## config.mk

```make
export PLATFORM = sky130hd
export DESIGN_NAME = rvfi_cover_stats_flat
export DESIGN_NICKNAME = d
export VERILOG_FILES = /design/src/rtl/rvfi_cover_stats_if.sv /design/src/rtl/rvfi_cover_stats.sv /design/src/flat_wrapper.sv
export SDC_FILE = /design/constraint.sdc
export NUM_CORES = 1
export LEC_CHECK = 0
export ABC_AREA = 1
export BUFFER_PORTS_ARGS = -buffer_cell sky130_fd_sc_hd__buf_4
export CELL_PAD_IN_SITES_DETAIL_PLACEMENT = 1
export CELL_PAD_IN_SITES_GLOBAL_PLACEMENT = 1
export CORE_MARGIN = 3
export CORE_UTILIZATION = 39
export DETAILED_ROUTE_END_ITERATION = 6
export HOLD_SLACK_MARGIN = 0.05
export PLACE_DENSITY_LB_ADDON = 0.1
export RECOVER_POWER = 25
export SETUP_SLACK_MARGIN = 0.05
export SLEW_MARGIN = 25
export SYNTH_ARGS = -nofsm -noshare
export SYNTH_HDL_FRONTEND = slang
export SYNTH_SLANG_ARGS = --single-unit
```

## constraint.sdc

```tcl
create_clock -name clock -period 2.55 [get_ports clock]
set_input_delay 0.255 -clock clock [delete_from_list [all_inputs] [get_ports clock]]
set_output_delay 0.255 -clock clock [all_outputs]
set_load 0.05 [all_outputs]
```

## src/rtl/rvfi_cover_stats_if.sv

```systemverilog
// RVFI retire/rollback bus as seen by the cover-statistics monitor.
// Parameters NRET and ILEN must match the attached monitor.
interface rvfi_cover_stats_if #(
  parameter int NRET = 1,
  parameter int ILEN = 32
);
  // Valid-only bus with no ready: each retire channel and the rollback event count in every cycle where their valid is high. The monitor always accepts.
  logic [NRET-1:0]      rvfi_valid;
  logic [NRET*ILEN-1:0] rvfi_insn;
  logic [NRET*64-1:0]   rvfi_order;
  logic [NRET-1:0]      rvfi_trap;
  logic [NRET-1:0]      rvfi_intr;
  logic                 rvfi_rollback_valid;
  logic [63:0]          rvfi_rollback_order;

  modport master (
    output rvfi_valid, rvfi_insn, rvfi_order, rvfi_trap, rvfi_intr,
    output rvfi_rollback_valid, rvfi_rollback_order
  );

  modport slave (
    input rvfi_valid, rvfi_insn, rvfi_order, rvfi_trap, rvfi_intr,
    input rvfi_rollback_valid, rvfi_rollback_order
  );
endinterface

```

## src/rtl/rvfi_cover_stats.sv

```systemverilog
// Registered RVFI cover-statistics monitor: saturating retire counters, rollback phase FSM, order-gap and threshold flags.
// Define RISCV_FORMAL_COVER_HIST_EN to add the retire-width histogram and the compressed-instruction counter.
module rvfi_cover_stats #(
  parameter int NRET   = 1,
  parameter int ILEN   = 32,
  parameter int CW     = 16,
  parameter int TARGET = 8
) (
  input  logic                       clock,
  input  logic                       resetn,
  input  logic                       check,
  rvfi_cover_stats_if.slave          rvfi,
  output logic [NRET*CW-1:0]         chan_cnt_insns,
  output logic [CW-1:0]              cnt_insns,
  output logic [CW-1:0]              cnt_trap,
  output logic [CW-1:0]              cnt_intr,
  output logic [CW-1:0]              cnt_norm,
  output logic [CW-1:0]              arb_cnt_insns,
  output logic [CW-1:0]              cnt_rollback,
  output logic [$clog2(NRET+1)-1:0]  max_ret,
  output logic [1:0]                 phase,
  output logic                       order_gap,
  output logic [3:0]                 hit_mask
`ifdef RISCV_FORMAL_COVER_HIST_EN
  ,
  output logic [(NRET+1)*CW-1:0]     ret_hist,
  output logic [CW-1:0]              cnt_compressed
`endif
);
  localparam int VW = $clog2(NRET+1);
  localparam int AW = CW + VW;
  localparam logic [CW-1:0] CMAX = {CW{1'b1}};
  localparam logic [CW-1:0] TGT  = CW'(TARGET);

  typedef enum logic [1:0] {IDLE = 2'd0, RUN = 2'd1, ROLLBACK = 2'd2, RECOVER = 2'd3} phase_e;

  // Widen before adding so the clamp sees the true sum.
  function automatic logic [CW-1:0] sat_add(input logic [CW-1:0] cur, input logic [VW-1:0] inc);
    logic [AW-1:0] sum;
    sum = AW'(cur) + AW'(inc);
    return (sum > AW'(CMAX)) ? CMAX : sum[CW-1:0];
  endfunction

  phase_e              phase_q, phase_d;
  logic [NRET*CW-1:0]  chan_q, chan_d;
  logic [CW-1:0]       ins_q, ins_d, trap_q, trap_d, intr_q, intr_d, norm_q, norm_d;
  logic [CW-1:0]       arb_q, arb_d, rb_q, rb_d;
  logic [VW-1:0]       max_q, max_d;
  logic [63:0]         exp_order_q, exp_order_d;
  logic                gap_q, gap_d;
  logic [3:0]          hit_q, hit_d;
  logic [VW-1:0]       v, t, i, n;
  logic [63:0]         base, want;
  logic                seen, mismatch;

  always_comb begin
    v = '0;
    t = '0;
    i = '0;
    n = '0;
    chan_d = chan_q;
    for (int c = 0; c < NRET; c++) begin
      chan_d[c*CW +: CW] = sat_add(chan_q[c*CW +: CW], VW'(rvfi.rvfi_valid[c]));
      if (rvfi.rvfi_valid[c]) begin
        v = v + VW'(1);
        if (rvfi.rvfi_trap[c]) t = t + VW'(1);
        if (rvfi.rvfi_intr[c]) i = i + VW'(1);
        if (!rvfi.rvfi_trap[c] && !rvfi.rvfi_intr[c]) n = n + VW'(1);
      end
    end
    ins_d  = sat_add(ins_q, v);
    trap_d = sat_add(trap_q, t);
    intr_d = sat_add(intr_q, i);
    norm_d = sat_add(norm_q, n);
    // Same-cycle retirements belong to the pre-rollback epoch: judge by the registered phase.
    arb_d  = (phase_q == ROLLBACK || phase_q == RECOVER) ? sat_add(arb_q, v) : arb_q;
    rb_d   = sat_add(rb_q, VW'(rvfi.rvfi_rollback_valid));
    max_d  = (v > max_q) ? v : max_q;
    hit_d  = hit_q | {arb_d >= TGT, intr_d >= TGT, trap_d >= TGT, ins_d >= TGT};
  end

  always_comb begin
    phase_d = phase_q;
    if (rvfi.rvfi_rollback_valid) begin
      phase_d = ROLLBACK;
    end else begin
      case (phase_q)
        IDLE:     if (v != '0) phase_d = RUN;
        ROLLBACK: if (v != '0) phase_d = RECOVER;
        default:  phase_d = phase_q;
      endcase
    end
  end

  // Before the first retirement there is no expected order: take it from the lowest valid channel.
  always_comb begin
    base = exp_order_q;
    seen = 1'b0;
    if (phase_q == IDLE) begin
      for (int c = 0; c < NRET; c++) begin
        if (rvfi.rvfi_valid[c] && !seen) begin
          base = rvfi.rvfi_order[c*64 +: 64];
          seen = 1'b1;
        end
      end
    end
    want     = base;
    mismatch = 1'b0;
    for (int c = 0; c < NRET; c++) begin
      if (rvfi.rvfi_valid[c]) begin
        if (rvfi.rvfi_order[c*64 +: 64] != want) mismatch = 1'b1;
        want = want + 64'd1;
      end
    end
    exp_order_d = exp_order_q;
    if (rvfi.rvfi_rollback_valid) exp_order_d = rvfi.rvfi_rollback_order;
    else if (v != '0)             exp_order_d = want;
    gap_d = gap_q | (mismatch & ~rvfi.rvfi_rollback_valid);
  end

  always_ff @(posedge clock or negedge resetn) begin
    if (!resetn) begin
      phase_q     <= IDLE;
      chan_q      <= '0;
      ins_q       <= '0;
      trap_q      <= '0;
      intr_q      <= '0;
      norm_q      <= '0;
      arb_q       <= '0;
      rb_q        <= '0;
      max_q       <= '0;
      exp_order_q <= '0;
      gap_q       <= 1'b0;
      hit_q       <= '0;
    end else begin
      phase_q     <= phase_d;
      chan_q      <= chan_d;
      ins_q       <= ins_d;
      trap_q      <= trap_d;
      intr_q      <= intr_d;
      norm_q      <= norm_d;
      arb_q       <= arb_d;
      rb_q        <= rb_d;
      max_q       <= max_d;
      exp_order_q <= exp_order_d;
      gap_q       <= gap_d;
      hit_q       <= hit_d;
    end
  end

  assign chan_cnt_insns = chan_q;
  assign cnt_insns      = ins_q;
  assign cnt_trap       = trap_q;
  assign cnt_intr       = intr_q;
  assign cnt_norm       = norm_q;
  assign arb_cnt_insns  = arb_q;
  assign cnt_rollback   = rb_q;
  assign max_ret        = max_q;
  assign phase          = phase_q;
  assign order_gap      = gap_q;
  assign hit_mask       = check ? hit_q : 4'b0000;

`ifdef RISCV_FORMAL_COVER_HIST_EN
  logic [(NRET+1)*CW-1:0] hist_q, hist_d;
  logic [CW-1:0]          comp_q, comp_d;
  logic [VW-1:0]          cc;

  // Bin 0 only counts idle cycles once the core has started retiring.
  always_comb begin
    hist_d = hist_q;
    for (int b = 0; b <= NRET; b++) begin
      if (v == VW'(b) && (b != 0 || phase_q != IDLE))
        hist_d[b*CW +: CW] = sat_add(hist_q[b*CW +: CW], VW'(1));
    end
    cc = '0;
    for (int c = 0; c < NRET; c++) begin
      if (rvfi.rvfi_valid[c] && rvfi.rvfi_insn[c*ILEN +: 2] != 2'b11) cc = cc + VW'(1);
    end
    comp_d = sat_add(comp_q, cc);
  end

  always_ff @(posedge clock or negedge resetn) begin
    if (!resetn) begin
      hist_q <= '0;
      comp_q <= '0;
    end else begin
      hist_q <= hist_d;
      comp_q <= comp_d;
    end
  end

  assign ret_hist       = hist_q;
  assign cnt_compressed = comp_q;
`endif
endmodule

```

## src/flat_wrapper.sv

```systemverilog
// flat-port wrapper written by rule: the top's interface ports become plain ports
module rvfi_cover_stats_flat 
#(
  parameter int NRET   = 1,
  parameter int ILEN   = 32,
  parameter int CW     = 16,
  parameter int TARGET = 8
)
  (clock, resetn, check, chan_cnt_insns, cnt_insns, cnt_trap, cnt_intr, cnt_norm, arb_cnt_insns, cnt_rollback, max_ret, phase, order_gap, hit_mask, rvfi_rvfi_valid, rvfi_rvfi_insn, rvfi_rvfi_order, rvfi_rvfi_trap, rvfi_rvfi_intr, rvfi_rvfi_rollback_valid, rvfi_rvfi_rollback_order);
  rvfi_cover_stats_if #(.NRET(NRET), .ILEN(ILEN)) rvfi_i ();
  input  logic clock;
  input  logic resetn;
  input  logic check;
  output logic [NRET*CW-1:0] chan_cnt_insns;
  output logic [CW-1:0] cnt_insns;
  output logic [CW-1:0] cnt_trap;
  output logic [CW-1:0] cnt_intr;
  output logic [CW-1:0] cnt_norm;
  output logic [CW-1:0] arb_cnt_insns;
  output logic [CW-1:0] cnt_rollback;
  output logic [$clog2(NRET+1)-1:0] max_ret;
  output logic [1:0] phase;
  output logic order_gap;
  output logic [3:0] hit_mask;
  input wire logic [$bits(rvfi_i.rvfi_valid)-1:0] rvfi_rvfi_valid;
  input wire logic [$bits(rvfi_i.rvfi_insn)-1:0] rvfi_rvfi_insn;
  input wire logic [$bits(rvfi_i.rvfi_order)-1:0] rvfi_rvfi_order;
  input wire logic [$bits(rvfi_i.rvfi_trap)-1:0] rvfi_rvfi_trap;
  input wire logic [$bits(rvfi_i.rvfi_intr)-1:0] rvfi_rvfi_intr;
  input wire logic [$bits(rvfi_i.rvfi_rollback_valid)-1:0] rvfi_rvfi_rollback_valid;
  input wire logic [$bits(rvfi_i.rvfi_rollback_order)-1:0] rvfi_rvfi_rollback_order;
  assign rvfi_i.rvfi_valid = rvfi_rvfi_valid;
  assign rvfi_i.rvfi_insn = rvfi_rvfi_insn;
  assign rvfi_i.rvfi_order = rvfi_rvfi_order;
  assign rvfi_i.rvfi_trap = rvfi_rvfi_trap;
  assign rvfi_i.rvfi_intr = rvfi_rvfi_intr;
  assign rvfi_i.rvfi_rollback_valid = rvfi_rvfi_rollback_valid;
  assign rvfi_i.rvfi_rollback_order = rvfi_rvfi_rollback_order;
  rvfi_cover_stats #(.NRET(NRET), .ILEN(ILEN), .CW(CW), .TARGET(TARGET)) u_core (.clock(clock), .resetn(resetn), .check(check), .rvfi(rvfi_i), .chan_cnt_insns(chan_cnt_insns), .cnt_insns(cnt_insns), .cnt_trap(cnt_trap), .cnt_intr(cnt_intr), .cnt_norm(cnt_norm), .arb_cnt_insns(arb_cnt_insns), .cnt_rollback(cnt_rollback), .max_ret(max_ret), .phase(phase), .order_gap(order_gap), .hit_mask(hit_mask));
endmodule
```

# --- After elaboration in Yosys (flattened, before gate mapping) ---
# Cells that the tools add are included.
classes:
  addsub: 8
  multipliers: 0
  div: 0
  order_cmp: 12
  eq_ne: 5
  shift: 0
  n_mux: 27
  n_bitwise: 4
  reduce_logical: 8
ops:
  columns: ["operator", "count"]
  rows:
  - ["2-to-1 mux 64 bit", 5]
  - ["2-to-1 mux 16 bit", 8]
  - ["adder 16 x 1 -> 17 bit", 7]
  - ["> comparator 17 x 16 -> 1 bit, second input constant", 7]
  - ["adder 64 x 1 -> 64 bit, second input constant", 1]
  - [">= comparator 16 x 4 -> 1 bit, second input constant", 4]
  - ["!= test 64 bit", 1]
  - ["2-to-1 mux 1 bit", 9]
  - ["2-to-1 mux 2 bit", 3]
  - ["!= test 3 x 2 -> 1 bit, second input constant", 2]
  - ["== test 2 bit, second input constant", 2]
  - ["2-to-1 mux 4 bit", 1]
  - ["bitwise OR 4 bit", 1]
  - ["case mux 2 bit (2 select lines)", 1]
  - ["AND reduction 3 bit", 1]
  - ["nonzero test 3 bit", 1]
  - ["logical NOT 1 bit", 2]
  - ["logical NOT 2 bit", 1]
  - ["nonzero test 2 bit", 1]
  - ["bitwise AND 1 bit", 1]
  - ["> comparator 1 bit", 1]
  - ["logical AND 1 bit", 1]
  - ["logical OR 1 bit", 1]
  - ["inverter 1 bit", 1]
  - ["bitwise OR 1 bit", 1]
word_totals:
  ff_bits: 184
  latch_bits: 0
  ram_bits: 0
  rom_bits: 0
  input_bits: 167
  output_inout_bits: 120
  elab_cells: 76
  memories: 0

# --- Longest topological paths before layout ---
depth:
  depth_word: 7
  ltp_mapped: 17
  ltp_nobuf: 15

# --- Worst setup path before layout ---
# Ideal clock, no wire load.
synth_timing:
  path_type: "input -> register"
  startpoint: "input port rvfi_rvfi_valid"
  endpoint: "register u_core.hit_q[1]"
  setup_time_ns: 0.130
  arrival_ns: 2.411
  required_ns: 2.420
  path_slack_ns: 0.008
  cell_stages: 16
  path_buffers: 2
  path_cell_list: "buf_2 > clkbuf_1 > nand2_1 > inv_1 > ha_1 > ha_1 > nand2_1 > nor2_1 > nand3_1 > nor2_1 > inv_1 > nor2_1 > o21ai_0 > or2_2 > nor3_1 > nand3_1"
synth_via:
  elab_chain_cells: 6
synth_lines:
  columns: ["item", "line", "rtl"]
  rows:
  - ["from (decl)", "flat_wrapper.sv:25", "input wire logic [$bits(rvfi_i.rvfi_valid)-1:0] rvfi_rvfi_valid;"]
  - ["2-to-1 mux 1 bit (*)", "rvfi_cover_stats.sv:64", "if (rvfi.rvfi_valid[c]) begin"]
  - ["adder 16 x 1 -> 17 bit (*)", "rvfi_cover_stats.sv:40", "sum = AW'(cur) + AW'(inc);"]
  - ["> comparator 17 x 16 -> 1 bit", "rvfi_cover_stats.sv:41", "return (sum > AW'(CMAX)) ? CMAX : sum[CW-1:0];"]
  - ["2-to-1 mux 16 bit (*)", "rvfi_cover_stats.sv:41", null]
  - ["named net u_core.trap_d[8]", "rvfi_cover_stats.sv:46", "logic [CW-1:0] ins_q, ins_d, trap_q, trap_d, intr_q, intr_d, norm_q, norm_d;"]
  - [">= comparator 16 x 4 -> 1 bit (*)", "rvfi_cover_stats.sv:79", "hit_d = hit_q | {arb_d >= TGT, intr_d >= TGT, trap_d >= TGT, ins_d >= TGT};"]
  - ["bitwise OR 4 bit (*)", "rvfi_cover_stats.sv:79", null]
  - ["named net u_core.hit_d[1]", "rvfi_cover_stats.sv:51", "logic [3:0] hit_q, hit_d;"]
  - ["to (signal assigned)", "rvfi_cover_stats.sv:147", "hit_q <= hit_d;"]
  - ["to (decl)", "rvfi_cover_stats.sv:51", null]
# The timed path passes the listed nets; every way through them passes the cells marked *.
# A chain may end at the register's enable or synchronous reset.

# --- Worst setup path after layout ---
layout_timing:
  startpoint: "register u_core.phase_q[0], in the netlist u_core.phase[0]"
  endpoint: "register u_core.exp_order_q[41]"
layout_via:
  elab_chain_cells: 6
layout_lines:
  columns: ["item", "line", "rtl"]
  rows:
  - ["from (decl)", "rvfi_cover_stats.sv:44", "phase_e phase_q, phase_d;"]
  - ["from (signal assigned)", "rvfi_cover_stats.sv:136", "phase_q <= phase_d;"]
  - ["logical NOT 2 bit (*)", "rvfi_cover_stats.sv:99", "if (phase_q == IDLE) begin"]
  - ["2-to-1 mux 64 bit (*)", "rvfi_cover_stats.sv:99", null]
  - ["adder 64 x 1 -> 64 bit", "rvfi_cover_stats.sv:112", "want = want + 64'd1;"]
  - ["2-to-1 mux 64 bit (*)", "rvfi_cover_stats.sv:110", "if (rvfi.rvfi_valid[c]) begin"]
  - ["2-to-1 mux 64 bit (*)", "rvfi_cover_stats.sv:117", "else if (v != '0) exp_order_d = want;"]
  - ["2-to-1 mux 64 bit (*)", "rvfi_cover_stats.sv:116", "if (rvfi.rvfi_rollback_valid) exp_order_d = rvfi.rvfi_rollback_order;"]
  - ["to (signal assigned)", "rvfi_cover_stats.sv:145", "exp_order_q <= exp_order_d;"]
  - ["to (decl)", "rvfi_cover_stats.sv:49", "logic [63:0] exp_order_q, exp_order_d;"]
# Mark *: on every way between the ends. The rest lies on a longest branch, timed or not. The select of a mux whose other input is x is not followed.

==> metrics.csv <==
stage,metric,value,unit
synthesis,yosysTopAreaCell,dfrtp_1,
critical_path,timing.critical_path.buf_inv,5,
route,drt_wl_total,53800,µm
pwr,clockPowerShare,24.5,%
layout,final_util,58.5,%
critical_path,crit_arrival,3070,ps
timing,slew_headroom,-30.9,%
global_route,grt.total_usage,27.2,%
timing,fmax,368,MHz
clock_network,cts.clk_slew.worst_paths,90,ps
floorplan,dieHeight,187,µm
pwr,p_total,10800,µW
floorplan,die_area,35100,µm²
clock_network,cts_tree,done,
global_route,grt-busiest-layer,met2,
synthesis,synth_adder_area_share,1.76,%
synthesis,synth_top_area_share,35.9,%
critical_path,crit_cells,16,
critical_path,critPathMaxStageDelay,460,ps
synthesis,synth_area_leaders,"dfrtp_1 36%, nand2_1 16%, inv_1 7.5%",
synthesis,synthSimpleGateAreaFrac,37.1,%
route,viasPerCell,5.22,
timing,worst_pin_slew,1960,ps
pwr,powerDensity,578,nW/µm²
critical_path,reg2regPathDepth,16,
critical_path,path_delay_family,simple AND/OR/NAND/NOR gates,
timing,slew_viol_final,72,
synthesis,synthDistinctLibCells,49,
synthesis,async_flop_share,100,%
pwr,p_int,6150,µW
route,drcViolationCount,0,
synthesis,synth_mux_area_share,0,%
synthesis,synth_edf_count,0,
pwr,swShare,43.2,%
global_route,grt_pass1_wl,76900,µm
synthesis,syn-num-nets,2041,
timing,setup_slack,-170,ps
clock_network,clock-sinks,184,
global_route,grt.overflow.total,0,
critical_path,worstPathMaxFanout,7,
clock_network,clk_latency,470,ps
route,antenna_left,0,
pwr,p_leak,0.00958,µW
place,io_buffers,254,
route,avgRoutedWirePerCell,19.5,µm
critical_path,r2r-start,u_core.phase[0],
route,vias,14400,
global_route,grt_max_degree,91,
run_status,outcome,finished with violations,
floorplan,rows,65,
run,drv_cap,1,
synthesis,seq_area_frac_synth,35.9,%
global_route,grtUsageMet3,4.14,%
clock_network,clockRootBuffer,clkbuf_16,
critical_path,reg2reg_to,u_core.exp_order_q[41],
layout,fillers,4048,
synthesis,ys.flop_type,dfrtp_1,
critical_path,endpoint_kind,register,
global_route,grt.met1_usage,34.9,%
synthesis,syn-cell-area,12800,µm²
floorplan,die_w,187,µm
critical_path,critPathLaunch,u_core.phase[0],
route,first_iter_violations,800,
floorplan,io_pins,287,
clock_network,htree_levels,4,
global_route,met2_usage,48.0,%
critical_path,critPathKind,register to register,
critical_path,path_cells,"inv_2, nand3_4, buf_4, clkbuf_16, nand2_1, nand2_2, nor2_2, buf_4, nand2_2, nor2_4, nand2_1, nor2_1, buf_4, nand3_1, nand3_1, nand2_1",
worst_hold_path,min_path_type,input pin to register,
timing,min_period,2720,ps
synthesis,yosys_warnings,0,
timing,finalCritPeriodShare,107,%
timing,final-setup-viol-count,21,
global_route,antenna_found_initial,2,
place,hpwl,36700,µm
clock_network,cts.path.max_buffers,2,
pwr,ir_drop,0.000515,V
clock_network,cts_buffers,17,
floorplan,initial_core_util,40.1,%
route,firstDrtPassIters,5,
floorplan,core_area,32000,µm²
pwr,p_switching,4670,µW
critical_path,start_kind,register,
layout,layout.nets,2492,
synthesis,avgSynthCellArea,6.91,µm²
synthesis,syn_inst,1856,
global_route,grt_pass1_vias,14500,
synthesis,ys_ff_latch,184,
timing,rsz0062_at_grt,yes,
timing,hold_viol_final,0,
pwr,p_comb_share,40.1,%
timing,fin_skew,16.2,ps
critical_path,cp_data_required_time,2900,ps
pwr,seq_power_share,35.4,%
synthesis,synth_xor_area_share,8.20,%
layout,area_delta_synth_final,45.9,%
synthesis,synth_top_family_by_area,simple AND/OR/NAND/NOR gates,
timing,hold_ws,64.9,ps
critical_path,r2r_setup_slack,-170,ps
layout,drive_gt1_share,31.8,%
critical_path,cp_slowest_cell,dfrtp_2,
critical_path,crit_end,u_core.exp_order_q[41],
synthesis,synth_compound_area_share,7.37,%
run_status,failed_checks,"max-capacitance violations, max-slew violations, negative setup slack",
place,place.gp.congestion,0.906,
cells by family after synthesis:
logic type,Yosys count
buffers and inverters,307
xor gates and xnor gates,120
AOI/OAI and AO/OA,157
adders and majority gates,18
and+or+nand+nor,1070
DFF,184
per-layer routing:
metal | vias up | part of all wire [%]
li1 | 6747 | -
met1 | 7084 | 42
met2 | 432 | 50
met3 | 110 | 4.9
met4 | 2 | 3.0
met5 | - | 0.015
sequential cells by signal (all words and copies together) (netlist names):
register and cells:
u_core.exp_order_q 64, u_core.cnt_norm 16, u_core.max_ret 1, u_core.order_gap 1
u_core.cnt_intr 16, u_core.arb_cnt_insns 16, u_core.cnt_trap 16, u_core.cnt_insns 16
u_core.hit_q 4, u_core.phase 2, u_core.cnt_rollback 16, u_core.chan_cnt_insns 16
power groups by stage:
| stage | Clock [µW] | Combinational (µW) | Sequential, µW |
|---|---|---|---|
| after CTS | 2700 | 4060 | 3810 |
| final | 2650 | 4330 | 3830 |
| after detailed placement | 0 | 3940 | 3870 |
| after global routing | 2830 | 4640 | 3900 |
| after floorplan | 0 | 1340 | 5000 |
| after global placement | 0 | 3840 | 3830 |
how the worst min path moves through the flow:
stage / start / to / cells past startpoint
4_1_cts: rvfi_rvfi_rollback_order[35] / u_core.exp_order_q[35] / 3
3_5_place_dp: resetn / u_core.cnt_norm[10] / 1
3_3_place_gp: resetn / u_core.cnt_norm[10] / 1
5_1_grt: rvfi_rvfi_rollback_order[35] / u_core.exp_order_q[35] / 3
6_report: rvfi_rvfi_rollback_order[35] / u_core.exp_order_q[35] / 3
2_1_floorplan: resetn / u_core.arb_cnt_insns[0] / 0
synth_stat cells, types with 18 or more instances:
| cell type | number |
|---|---|
| xor2_1 | 51 |
| ha_1 | 18 |
| nor3_1 | 32 |
| clkbuf_1 | 21 |
| nand2_1 | 542 |
| inv_1 | 257 |
| o21ai_1 | 26 |
| o21ai_0 | 69 |
| o21ai_2 | 21 |
| nor2_1 | 210 |
| nor2_2 | 26 |
| nand3_1 | 139 |
| xnor2_1 | 69 |
| dfrtp_1 | 184 |
| nand4_1 | 49 |
worst register-to-register path, cell delays in order (launching register included):
cell and delay [ps]:
dfrtp_2 460, inv_2 100, nand3_4 130, buf_4 210, clkbuf_16 170, nand2_1 90, nand2_2 110, nor2_2 120
buf_4 120, nand2_2 110, nor2_4 200, nand2_1 110, nor2_1 170, buf_4 170, nand3_1 150, nand3_1 130
nand2_1 60
layout by cell type, fill, tap and decap left out, types with 9 or more instances in the layout:
cell           synthesis  final
nand2_1              542    492
buf_4                  1    381
inv_1                257    249
dfrtp_1              184    182
nor2_1               210    142
nand3_1              139    123
xnor2_1               69     65
o21ai_0               69     64
dlygate4sd3_1          0     60
nor2_4                 9     52
nor2_2                26     51
nand2_2               11     50
nand4_1               49     49
xor2_1                51     49
o21ai_2               21     24
clkbuf_16              0     23
nor3_1                32     22
inv_2                 12     17
nand3_2                6     17
ha_1                  18     17
o21ai_4                1     16
a21oi_1               14     14
or2_2                 13     13
o21ai_1               26     13
buf_6                  9     13
nand2_4                0     11
nor3_2                 4     10
a22oi_1                9      9
cell type report:
cell class	instances	area [µm²]	area share, %
flip-flops and latches	184	4610	24.6
multi-input cells	1365	8030	42.9
repair buffers	470	3950	21.1
well taps	435	544	2.91
inverters	269	1020	5.44
clock inverters	14	119	0.636
clock buffers	18	439	2.35
diodes	1	2.50	0.0134
metrics by stage:
| step | setup TNS [ps] | instance area (µm²) | instances | worst slack, ps |
|---|---|---|---|---|
| 6_report | -811 | 18700 | 2756 | -170 |
| 5_1_grt | -5000 | 18700 | 2756 | -223 |
| 2_1_floorplan | 0 | 12800 | 1856 | 103 |
| 3_5_place_dp | -306 | 15900 | 2617 | -100 |
| 3_3_place_gp | -1.39 | 15900 | 2617 | -1.39 |
| 4_1_cts | 0 | 17200 | 2712 | 4.12 |
repair_timing:
item	CTS	global route
hold endpoints to repair	126	1
buffers inserted	4	34
cloned	0	9
hold buffers	59	1
endpoints found under the setup margin	25	69
pin swaps	7	62
resized for setup	17	269
No activity file was read; power rests on OpenSTA's default activity.
